--- src/rtl/fetch_unit.sv ---
// Instruction fetch stage: drives the instruction memory and the IF/ID register.
// Optional macro DELAY_SLOT_EN selects branch-delay-slot redirect semantics.
module fetch_unit #(
    parameter logic [31:0] RESET_PC = 32'h00000000,
    parameter logic [31:0] NOP_WORD = 32'h44000000
) (
    input  logic        clk,
    input  logic        reset,
    input  logic        stall,
    input  logic        redirect,
    input  logic [31:0] redirect_pc,
    output logic        imem_req,
    output logic [31:0] imem_addr,
    input  logic        imem_ready,
    input  logic [31:0] imem_rdata,
    output logic [31:0] PC_IFo,
    output logic [31:0] Instruction_IFo,
    output logic        valid_IFo
);

    localparam logic [1:0] S_IDLE    = 2'd0;
    localparam logic [1:0] S_REQ     = 2'd1;
    localparam logic [1:0] S_HOLD    = 2'd2;
    localparam logic [1:0] S_DISCARD = 2'd3;

    logic [1:0]  state, state_n;
    logic [31:0] fetch_pc, fetch_pc_n;
    logic [31:0] target, target_n;
    logic [31:0] hold_word, hold_word_n;
    logic [31:0] hold_pc, hold_pc_n;
    logic [31:0] hold_next, hold_next_n;
    logic        load, bubble;
    logic [31:0] load_word, load_pc;
    logic [31:0] pc4, rpc;

    // Request drops with reset itself, not at the next edge.
    assign imem_req  = ((state == S_REQ) || (state == S_DISCARD)) && !reset;
    assign imem_addr = fetch_pc;
    assign pc4       = fetch_pc + 32'd4;
    assign rpc       = redirect_pc & ~32'd3;

    always_comb begin
        state_n     = state;
        fetch_pc_n  = fetch_pc;
        target_n    = target;
        hold_word_n = hold_word;
        hold_pc_n   = hold_pc;
        hold_next_n = hold_next;
        load        = 1'b0;
        bubble      = 1'b0;
        load_word   = '0;
        load_pc     = '0;

        case (state)
            S_IDLE: begin
                state_n = S_REQ;
                if (redirect) fetch_pc_n = rpc;
                bubble = redirect || !stall;
            end
            S_REQ: begin
                if (redirect) begin
                    if (imem_ready) begin
`ifdef DELAY_SLOT_EN
                        load      = 1'b1;
                        load_word = imem_rdata;
                        load_pc   = pc4;
`else
                        bubble    = 1'b1;
`endif
                        fetch_pc_n = rpc;
                    end else begin
                        target_n = rpc;
                        state_n  = S_DISCARD;
                        bubble   = 1'b1;
                    end
                end else if (imem_ready) begin
                    if (stall) begin
                        hold_word_n = imem_rdata;
                        hold_pc_n   = pc4;
                        hold_next_n = pc4;
                        state_n     = S_HOLD;
                    end else begin
                        load       = 1'b1;
                        load_word  = imem_rdata;
                        load_pc    = pc4;
                        fetch_pc_n = pc4;
                    end
                end else begin
                    bubble = !stall;
                end
            end
            S_HOLD: begin
                if (redirect) begin
`ifdef DELAY_SLOT_EN
                    load      = 1'b1;
                    load_word = hold_word;
                    load_pc   = hold_pc;
`else
                    bubble    = 1'b1;
`endif
                    fetch_pc_n = rpc;
                    state_n    = S_REQ;
                end else if (!stall) begin
                    load       = 1'b1;
                    load_word  = hold_word;
                    load_pc    = hold_pc;
                    fetch_pc_n = hold_next;
                    state_n    = S_REQ;
                end
            end
            S_DISCARD: begin
                if (imem_ready) begin
`ifdef DELAY_SLOT_EN
                    // A stalled delay-slot word parks in HOLD with the target as its successor.
                    if (stall && !redirect) begin
                        hold_word_n = imem_rdata;
                        hold_pc_n   = pc4;
                        hold_next_n = target;
                        state_n     = S_HOLD;
                    end else begin
                        load       = 1'b1;
                        load_word  = imem_rdata;
                        load_pc    = pc4;
                        fetch_pc_n = redirect ? rpc : target;
                        state_n    = S_REQ;
                    end
`else
                    fetch_pc_n = redirect ? rpc : target;
                    state_n    = S_REQ;
                    bubble     = redirect || !stall;
`endif
                end else begin
                    if (redirect) target_n = rpc;
                    bubble = redirect || !stall;
                end
            end
            default: state_n = S_IDLE;
        endcase
    end

    always_ff @(posedge clk or posedge reset) begin
        if (reset) begin
            state           <= S_IDLE;
            fetch_pc        <= RESET_PC;
            target          <= '0;
            hold_word       <= '0;
            hold_pc         <= '0;
            hold_next       <= '0;
            PC_IFo          <= '0;
            Instruction_IFo <= NOP_WORD;
            valid_IFo       <= 1'b0;
        end else begin
            state     <= state_n;
            fetch_pc  <= fetch_pc_n;
            target    <= target_n;
            hold_word <= hold_word_n;
            hold_pc   <= hold_pc_n;
            hold_next <= hold_next_n;
            if (load) begin
                Instruction_IFo <= load_word;
                PC_IFo          <= load_pc;
                valid_IFo       <= 1'b1;
            end else if (bubble) begin
                Instruction_IFo <= NOP_WORD;
                valid_IFo       <= 1'b0;
            end
        end
    end

endmodule

--- config.mk ---
export PLATFORM = sky130hd
export DESIGN_NAME = fetch_unit
export DESIGN_NICKNAME = d
export VERILOG_FILES = /design/src/rtl/fetch_unit.sv
export SDC_FILE = /design/constraint.sdc
export NUM_CORES = 1
export LEC_CHECK = 0
export ABC_CLOCK_PERIOD_IN_PS = 15600
export BUFFER_PORTS_ARGS = -buffer_cell sky130_fd_sc_hd__buf_2
export CAP_MARGIN = 10
export CORE_UTILIZATION = 40
export DETAILED_ROUTE_END_ITERATION = 8
export MAX_ROUTING_LAYER = met4
export PLACE_DENSITY = 0.57
export SLEW_MARGIN = 10
export SYNTH_ARGS = -nofsm -noshare
export SYNTH_HDL_FRONTEND = slang
export SYNTH_SLANG_ARGS = --single-unit
--- constraint.sdc ---
create_clock -name clk -period 15.6 [get_ports clk]
set_clock_uncertainty 0.2 [all_clocks]
set_input_delay 0.78 -clock clk [delete_from_list [all_inputs] [get_ports clk]]
set_output_delay 0.78 -clock clk [all_outputs]
set_load 0.005 [all_outputs]
==> results.md, run 1 <==
- Run status: completed
- Count of clock tree sinks: approximately 200
- Number of setup violations in the final report: 0
- Leak Pwr: 5.021 nW
- Yosys Warn Count: 0
- Cells after Synth: 955
- Switching share of power: 0.4071
- Internal power component: between 1 and 1.5 mW
- Setup slack of the most critical reg-to-reg path: 11.64 ns
- Part of the Yosys area used for sequential elements: 0.5017
- Quantity of I/O buffers inserted on ports: 164
- Height of the die: 158.0 um
- Net switching power: 0.8896 mW
- Total Die Area: 0.02495 mm2
- Fillers: 2320
- Clock group share of total power: 0.206
- Routed via count: ~7900
- Router iterations before antenna repair: 7
- Final nets: 1149
- Buffer count from post-CTS setup fixing: 0
- Crit-path leading delay family: simple AND/OR/NAND/NOR gates
- Number of global-route vias before repair: 7730
- Placed inst area: 0.01079 mm2
- Fraction of post-synthesis cell area in the top cell type by area: 0.4963
- Routed length per placed instance: 20.05 um
- Final Total Pwr: 2.185 mW
- Clock tree from TritonCTS: yes
- Data arrival time of the critical path: 4.13 ns
- Mean cell area of the mapped netlist: 10.19 um2
- H-tree depth reported by CTS: 4
- Final count of hold timing violations: 0
- Max IR drop VDD: 74.43 uV
- CTS Buf Count: 17
- Initial Utilization: 0.4109
- RD Place Congestion: 0.8164
- Period utilization: 0.2540
- Final worst path period need: a little under 4 ns
- Master of the slowest instance on the critical path: sky130_fd_sc_hd__and2_1
- Clock slew at reported path FFs: 0.08 ns
- Number of resized instances in the post-cts repair step: 0
- Number of distinct library cell variants in the gate-level netlist after synthesis: 68
- Length in cells of the worst reg-to-reg path: 8
- Delay of the slowest critical-path stage: 0.69 ns
- Top area cells in the synthesized netlist: sky130_fd_sc_hd__dfrtp_1 (50%), sky130_fd_sc_hd__mux2_2 (8.4%), sky130_fd_sc_hd__o21ai_0 (5.9%), sky130_fd_sc_hd__a22oi_1 (5.6%), sky130_fd_sc_hd__nand2_1 (4.1%)
- Maximum fanout along the worst path: 49
- Seq cells post-synth: 195
- Max-capacitance violation count: 0
- Most used flip-flop cell after synthesis: sky130_fd_sc_hd__dfrtp_1
- DRC Markers: 0
- Netlist area before placement: 0.009731 mm2
- Leading area contributor after synthesis: sky130_fd_sc_hd__dfrtp_1
- Type of the worst setup path: reg2reg
- Wire length of the first global-routing pass: 44550 um
- Max Clk Rate: about 0.25 GHz
- Clock latency on the worst-skew pair: 0.44 ns
- Root buffer cell: sky130_fd_sc_hd__clkbuf_16
- Layout overhead on the synthesized area: 17.18%
- Cells along the critical path: inv_1, ha_1, and2_1, o211ai_1, buf_4, or3_1, mux2_2, nand3_1
- Logic gate share of total power: 0.389
- I/O pin count: 167
- Reg-to-reg critical path startpoint: state[1]
- Drt total wl: 28230 um
- Reg2reg end: PC_IFo[20]
- Post-route standard cell area excluding fillers: 0.01140 mm2
- Setup repair after global routing missed its margin: no
- Worst EP required: about 16 ns
- Initial antenna violation count: 2
- Max-slew violation count: 0
- Number of synthesized flops with an enable pin: 0
- Async set or reset register ratio after synthesis: 1.000
- Detail-routed via count per cell: between 5 and 6
- Number of antenna-violating nets in the routed design: 0
- Core Rows: 56
- Power density over cell area: 191.6 mW/mm2
- Pin count of the biggest net entering global routing: 124
- Placeable core region: approximately 0.024 mm2
- DRC violation total after the first TritonRoute iteration: 646
- Sequential group share of total power: 0.405
- Critical path capture point type: register
- Number of buffers between clock root and the deepest sink: 2
- Relative slew slack: 0.1664
- Kind of start point of the critical path: register
- Die Span X: 158.0 um
- Stages on worst setup path: 8
- Overall fraction of global-route tracks in use: 0.2419
- Combined buffer and inverter count along the critical path: 2
- Final cell utilization of the core: 0.4815
- Final standard cell count with taps included and fillers excluded: 1408
- Inst Count DP: 1374
- Hpwl dp: between 15000 and 20000 um
- Post-synth net total: 1030
- Transition at the pin with the smallest max-transition slack: 1.245 ns
- Post-cts hold buffer count: 0
- TNS Setup: 0 ns
- Global-route congestion overflow total: 0
- Share of layout cells above drive strength 1: 0.2797
- Worst hold path type: in2async
## layout by cell type, fill, tap and decap left out, drive strengths merged, types with 4 or more instances in the layout
cell / n
a221o: 5
nor2b: 5
xor2: 12
o21a: 4
and4: 4
nand4: 7
or4: 4
nor2: 38
a22oi: 72
a221oi: 10
and2: 7
a22o: 12
o221ai: 5
o41ai: 4
o211ai: 6
clkinv: 9
o31a: 4
nor3: 8
ha: 6
buf: 179
nand2b: 5
a21oi: 26
o2bb2ai: 13
nor4: 5
nand2: 105
o31ai: 5
a2bb2oi: 6
dfrtp: 193
inv: 22
and3: 7
o21ai: 125
xnor2: 16
clkbuf: 17
mux2: 73
nand3: 28
## flip-flops by register name (all words and copies together), names as in the netlist
name / count
state: 2
Instruction_IFo: 32
hold_next: 32
PC_IFo: 32
hold_word: 32
valid_IFo: 1
target: 32
imem_addr: 32
## synthesized netlist by cell type (3+ instances only)
master / instances
sky130_fd_sc_hd__a221oi_1: 10
sky130_fd_sc_hd__o2111ai_1: 3
sky130_fd_sc_hd__o31ai_1: 5
sky130_fd_sc_hd__buf_2: 13
sky130_fd_sc_hd__and2_1: 7
sky130_fd_sc_hd__ha_1: 6
sky130_fd_sc_hd__a31oi_1: 3
sky130_fd_sc_hd__o211ai_1: 6
sky130_fd_sc_hd__nor2b_1: 5
sky130_fd_sc_hd__nor3_1: 7
sky130_fd_sc_hd__a22o_1: 11
sky130_fd_sc_hd__a2bb2oi_1: 6
sky130_fd_sc_hd__and3_1: 7
sky130_fd_sc_hd__and4_1: 4
sky130_fd_sc_hd__nor4_1: 3
sky130_fd_sc_hd__a221o_1: 5
sky130_fd_sc_hd__nor2_1: 38
sky130_fd_sc_hd__mux2i_1: 3
sky130_fd_sc_hd__o21ai_1: 11
sky130_fd_sc_hd__o21ai_0: 114
sky130_fd_sc_hd__dfrtp_1: 193
sky130_fd_sc_hd__nand2b_1: 5
sky130_fd_sc_hd__a21oi_1: 26
sky130_fd_sc_hd__o2bb2ai_1: 13
sky130_fd_sc_hd__or4_1: 4
sky130_fd_sc_hd__a222oi_1: 3
sky130_fd_sc_hd__nand2_1: 105
sky130_fd_sc_hd__a22oi_1: 72
sky130_fd_sc_hd__xnor2_1: 16
sky130_fd_sc_hd__mux2_2: 73
sky130_fd_sc_hd__o31a_1: 4
sky130_fd_sc_hd__nand4_1: 6
sky130_fd_sc_hd__xor2_1: 12
sky130_fd_sc_hd__a211oi_1: 3
sky130_fd_sc_hd__o221ai_1: 5
sky130_fd_sc_hd__nand3_1: 27
sky130_fd_sc_hd__o41ai_1: 3
sky130_fd_sc_hd__clkbuf_1: 61
sky130_fd_sc_hd__o21a_1: 4
sky130_fd_sc_hd__or2_2: 3
sky130_fd_sc_hd__inv_1: 16
## power groups by stage
stage / clock, mW / combinational, mW / sequential, mW
3_5_place_dp: 0 / 0.851 / 0.893
3_3_place_gp: 0 / 0.838 / 0.884
6_report: 0.450 / 0.850 / 0.885
5_1_grt: 0.480 / 0.952 / 0.915
2_1_floorplan: 0 / 0.588 / 0.847
4_1_cts: 0.457 / 0.855 / 0.883
## kinds of logic (layout without fill, tap and decap cells)
group / count (synthesis) / in the layout / synth area share
AOI/OAI and AO/OA: 325 / 325 / 0.2249
and+or+nand+nor: 230 / 230 / 0.1130
DFF: 195 / 195 / 0.5017
buffers and inverters: 95 / 227 / 0.03986
muxes: 76 / 76 / 0.08757
xor gates and xnor gates: 28 / 28 / 0.02520
adders and majority gates: 6 / 6 / 0.007715
other: 0 / 2 / 0
## worst max-delay path by stage
| stage | end | slack, ns | from |
|---|---|---|---|
| after floorplan | Instruction_IFo[0] | 9.31 | reset |
| after global placement | PC_IFo[20] | 11.72 | state[1] |
| after detailed placement | PC_IFo[20] | 11.66 | state[1] |
| after CTS | PC_IFo[20] | 11.63 | state[1] |
| after global routing | PC_IFo[20] | 11.42 | state[1] |
| final | PC_IFo[20] | 11.64 | state[1] |
## final cells by class
class	count	area, um2	share of cell area
sequential	195	4882	0.4282
multi-input combinational	665	4503	0.3949
clock inverter	15	186.4	0.01635
tap	319	399.1	0.03500
inverter	16	67.56	0.005926
timing repair buffer	179	933.4	0.08186
clock buffer	17	425.4	0.03731
antenna	2	5.005	0.0004389
## per-layer routing
| layer | up-vias | share of wire | GRT usage |
|---|---|---|---|
| met4 | 0 | 0.010 | 0.05357 |
| li1 | 3758 | - | - |
| met3 | 19 | 0.061 | 0.04681 |
| met5 | - | 0 | - |
| met2 | 258 | 0.45 | 0.3677 |
| met1 | 3908 | 0.48 | 0.3340 |
## worst reg2reg max path: stages, from the launching register on
cell,delay [ns]
sky130_fd_sc_hd__dfrtp_1,0.41
sky130_fd_sc_hd__inv_1,0.11
sky130_fd_sc_hd__ha_1,0.62
sky130_fd_sc_hd__and2_1,0.69
sky130_fd_sc_hd__o211ai_1,0.60
sky130_fd_sc_hd__buf_4,0.52
sky130_fd_sc_hd__or3_1,0.40
sky130_fd_sc_hd__mux2_2,0.26
sky130_fd_sc_hd__nand3_1,0.08
## per-stage QoR
step                      setup WS (ns)  hold slack, ns
after floorplan                   9.311          0.2505
after global placement            11.72          0.2522
after detailed placement          11.66          0.2517
after CTS                         11.63          0.2637
after global routing              11.42          0.2884
final                             11.64          0.2566
No activity file was read; power rests on OpenSTA's default activity.
==> run 2, diff against run 1 <==
ABC_CLOCK_PERIOD_IN_PS = 3700   (was 15600)
clock period = 3.7 ns   (was 15.6 ns; I/O delays follow)
==> run 2 against run 1 <==
Flip-flop and latch count stayed put. Via count is 3.5% higher. First-iteration DRC count is 3.4% lower. Register-to-register slack worse by 11 ns. Worst setup slack worse by 11 ns. Sequential power grew to 4.2 times the previous value. Sequential share of layout area is 2.7 points lower. Critical path type unchanged. Critical endpoint is now imem_addr[12]. Largest power group is now combinational logic.
==> results.md, run 2 (synthesis gave the netlist of run 1 again) <==
- Run status: completed
- Final count of hold timing violations: 0
- Destination of the worst hold path: state[1]
- Delay of the slowest critical-path stage: 0.57 ns
- Reg2reg end: imem_addr[12]
- Quantity of I/O buffers inserted on ports: 164
- RD Place Congestion: approximately 0.81
- Max IR drop VDD: 373.0 uV
- Reg-to-reg critical path startpoint: state[1]
- Worst hold path type: in2reg
- Share of layout cells above drive strength 1: 0.2715
- Critical path capture point type: register
- Combined buffer and inverter count along the critical path: 3
- H-tree depth reported by CTS: 4
- Max-capacitance violation count: 0
- Router iterations before antenna repair: 5
- Commonest non-fill, non-tap cells in the layout: sky130_fd_sc_hd__dfrtp_1 (193), sky130_fd_sc_hd__buf_2 (164), sky130_fd_sc_hd__o21ai_0 (114)
- Leak Pwr: 5.351 nW
- Die Span X: 158.0 um
- Power density over cell area: roughly 770 mW/mm2
- Initial Utilization: 0.4109
- Setup repair after global routing missed its margin: no
- Placeable core region: 0.02368 mm2
- Drt total wl: approximately 29000 um
- Worst EP required: 3.83 ns
- Final worst hold slack: between 0.05 and 0.06 ns
- Setup slack of the most critical reg-to-reg path: 0.71 ns
- Final nets: 1226
- Relative slew slack: 0.4325
- Length in cells of the worst reg-to-reg path: 8
- Final standard cell count with taps included and fillers excluded: 1484
- Routed length per placed instance: 19.33 um
- Pin count of the biggest net entering global routing: approximately 160
- Hold Path Stages: 4
- Core Rows: between 50 and 60
- Detail-routed via count per cell: 5.541
- Inst Count DP: 1387
- I/O pin count: 167
- Layout overhead on the synthesized area: 25.10%
- Crit-path leading delay family: simple AND/OR/NAND/NOR gates
- Overall fraction of global-route tracks in use: 0.2432
- Clock tree from TritonCTS: yes
- Data arrival time of the critical path: 3.12 ns
- Number of setup violations in the final report: 0
- Worst path most repeated cell: sky130_fd_sc_hd__inv_1
- Final worst path period need: about 3 ns
- Maximum fanout along the worst path: 21
- Leading cell type in the layout, fill and taps excluded: sky130_fd_sc_hd__dfrtp_1
- Global-route congestion overflow total: 0
- Height of the die: ~160 um
- Max-slew violation count: 0
- CTS Buf Count: 17
- Clock latency on the worst-skew pair: ~0.44 ns
- Root buffer cell: sky130_fd_sc_hd__clkbuf_16
- Hpwl dp: 18710 um
- Cells along the critical path: inv_1, ha_1, inv_1, nor2_1, or3_1, buf_12, a21oi_1, a221oi_1
- Number of antenna-violating nets in the routed design: 0
- Period utilization: 0.8071
- Kind of start point of the critical path: register
- Clock slew at reported path FFs: approximately 0.080 ns
- Fillers: 2230
- Initial antenna violation count: 1
- DRC violation total after the first TritonRoute iteration: around 620
- Type of the worst setup path: reg2reg
- Transition at the pin with the smallest max-transition slack: ~0.85 ns
- TNS Setup: 0 ns
- Number of buffers between clock root and the deepest sink: 2
- Total Die Area: 0.02495 mm2
- Master of the slowest instance on the critical path: sky130_fd_sc_hd__ha_1
- Origin of the worst min-delay path: stall
- Wire length of the first global-routing pass: approximately 45000 um
- Routed via count: about 8200
- Max Clk Rate: 0.3349 GHz
- DRC Markers: 0
- Count of clock tree sinks: about 200
- Number of global-route vias before repair: 7702
[run 2: cell types whose count changed in the layout (fill, tap and decap cells not counted), moves of 2 or more]
cell / before / now
sky130_fd_sc_hd__buf_4: 15 / 25
sky130_fd_sc_hd__inv_8: 2 / 4
sky130_fd_sc_hd__buf_12: 0 / 3
sky130_fd_sc_hd__clkinv_8: 7 / 5
sky130_fd_sc_hd__clkinvlp_4: 0 / 3
sky130_fd_sc_hd__dlygate4sd3_1: 0 / 64
sky130_fd_sc_hd__inv_6: 5 / 1
[run 2: area by class of cell]
type / count / area (um2) / share of cell area
Multi-Input combinational cell: 665 / 4507 / 0.3702
Clock buffer: 17 / 425.4 / 0.03495
Clock inverter: 15 / 183.9 / 0.01511
Antenna cell: 1 / 2.502 / 0.0002056
Inverter: 16 / 63.81 / 0.005242
Sequential cell: 195 / 4882 / 0.4011
Tap cell: 319 / 399.1 / 0.03279
Timing Repair Buffer: 256 / 1709 / 0.1404
[run 2: how the worst max path moves through the flow]
stage             start                 end  cells past startpoint
2_1_floorplan     reset  Instruction_IFo[0]                      1
3_3_place_gp   state[1]       imem_addr[12]                      8
3_5_place_dp   state[1]       imem_addr[12]                      8
4_1_cts        state[1]       imem_addr[12]                      8
5_1_grt        state[1]       imem_addr[12]                      8
6_report       state[1]       imem_addr[12]                      8
[run 2: layer usage]
layer	routed length (um)	GRT usage
met1	13440	0.3375
met2	13130	0.3686
met3	1710	0.04681
met4	403	0.05357
met5	0	-
[run 2: stage by stage]
stage / area (um2) / utilization / worst slack, ns / power, mW
final: 12170 / 0.5140 / 0.7138 / 9.366
after global routing: 12170 / 0.5140 / 0.4598 / 10.05
after CTS: 12170 / 0.5139 / 0.7140 / 9.425
after detailed placement: 10920 / 0.4611 / 0.7365 / 7.457
after global placement: 10920 / 0.4611 / 0.7870 / 7.376
after floorplan: 9734 / - / 0.7982 / 6.053
[run 2: repair_timing]
action	CTS	global route
setup buffers	0	0
hold buffers	64	0
endpoints found under the setup margin	0	0
endpoints found under the hold margin	315	0
gates resized for setup	0	0
[run 2: worst reg2reg max path: cells and delay by family (launching register included)]
| kind | cells | cell delay, ns |
|---|---|---|
| AND/OR/NAND/NOR | 2 | 0.77 |
| flip-flops | 1 | 0.42 |
| AO/OA/AOI/OAI | 2 | 0.30 |
| adder cells (fa/ha/maj) | 1 | 0.57 |
| buffers and inverters | 3 | 0.63 |
[run 2: power breakdown]
group / internal, mW / total (mW) / leakage (nW) / switching [mW]
combinational: 1.67 / 3.77 / 2.60 / 2.09
clock: 0.921 / 1.88 / 0.289 / 0.963
sequential: 3.01 / 3.72 / 2.47 / 0.709
total: 5.60 / 9.37 / 5.35 / 3.76
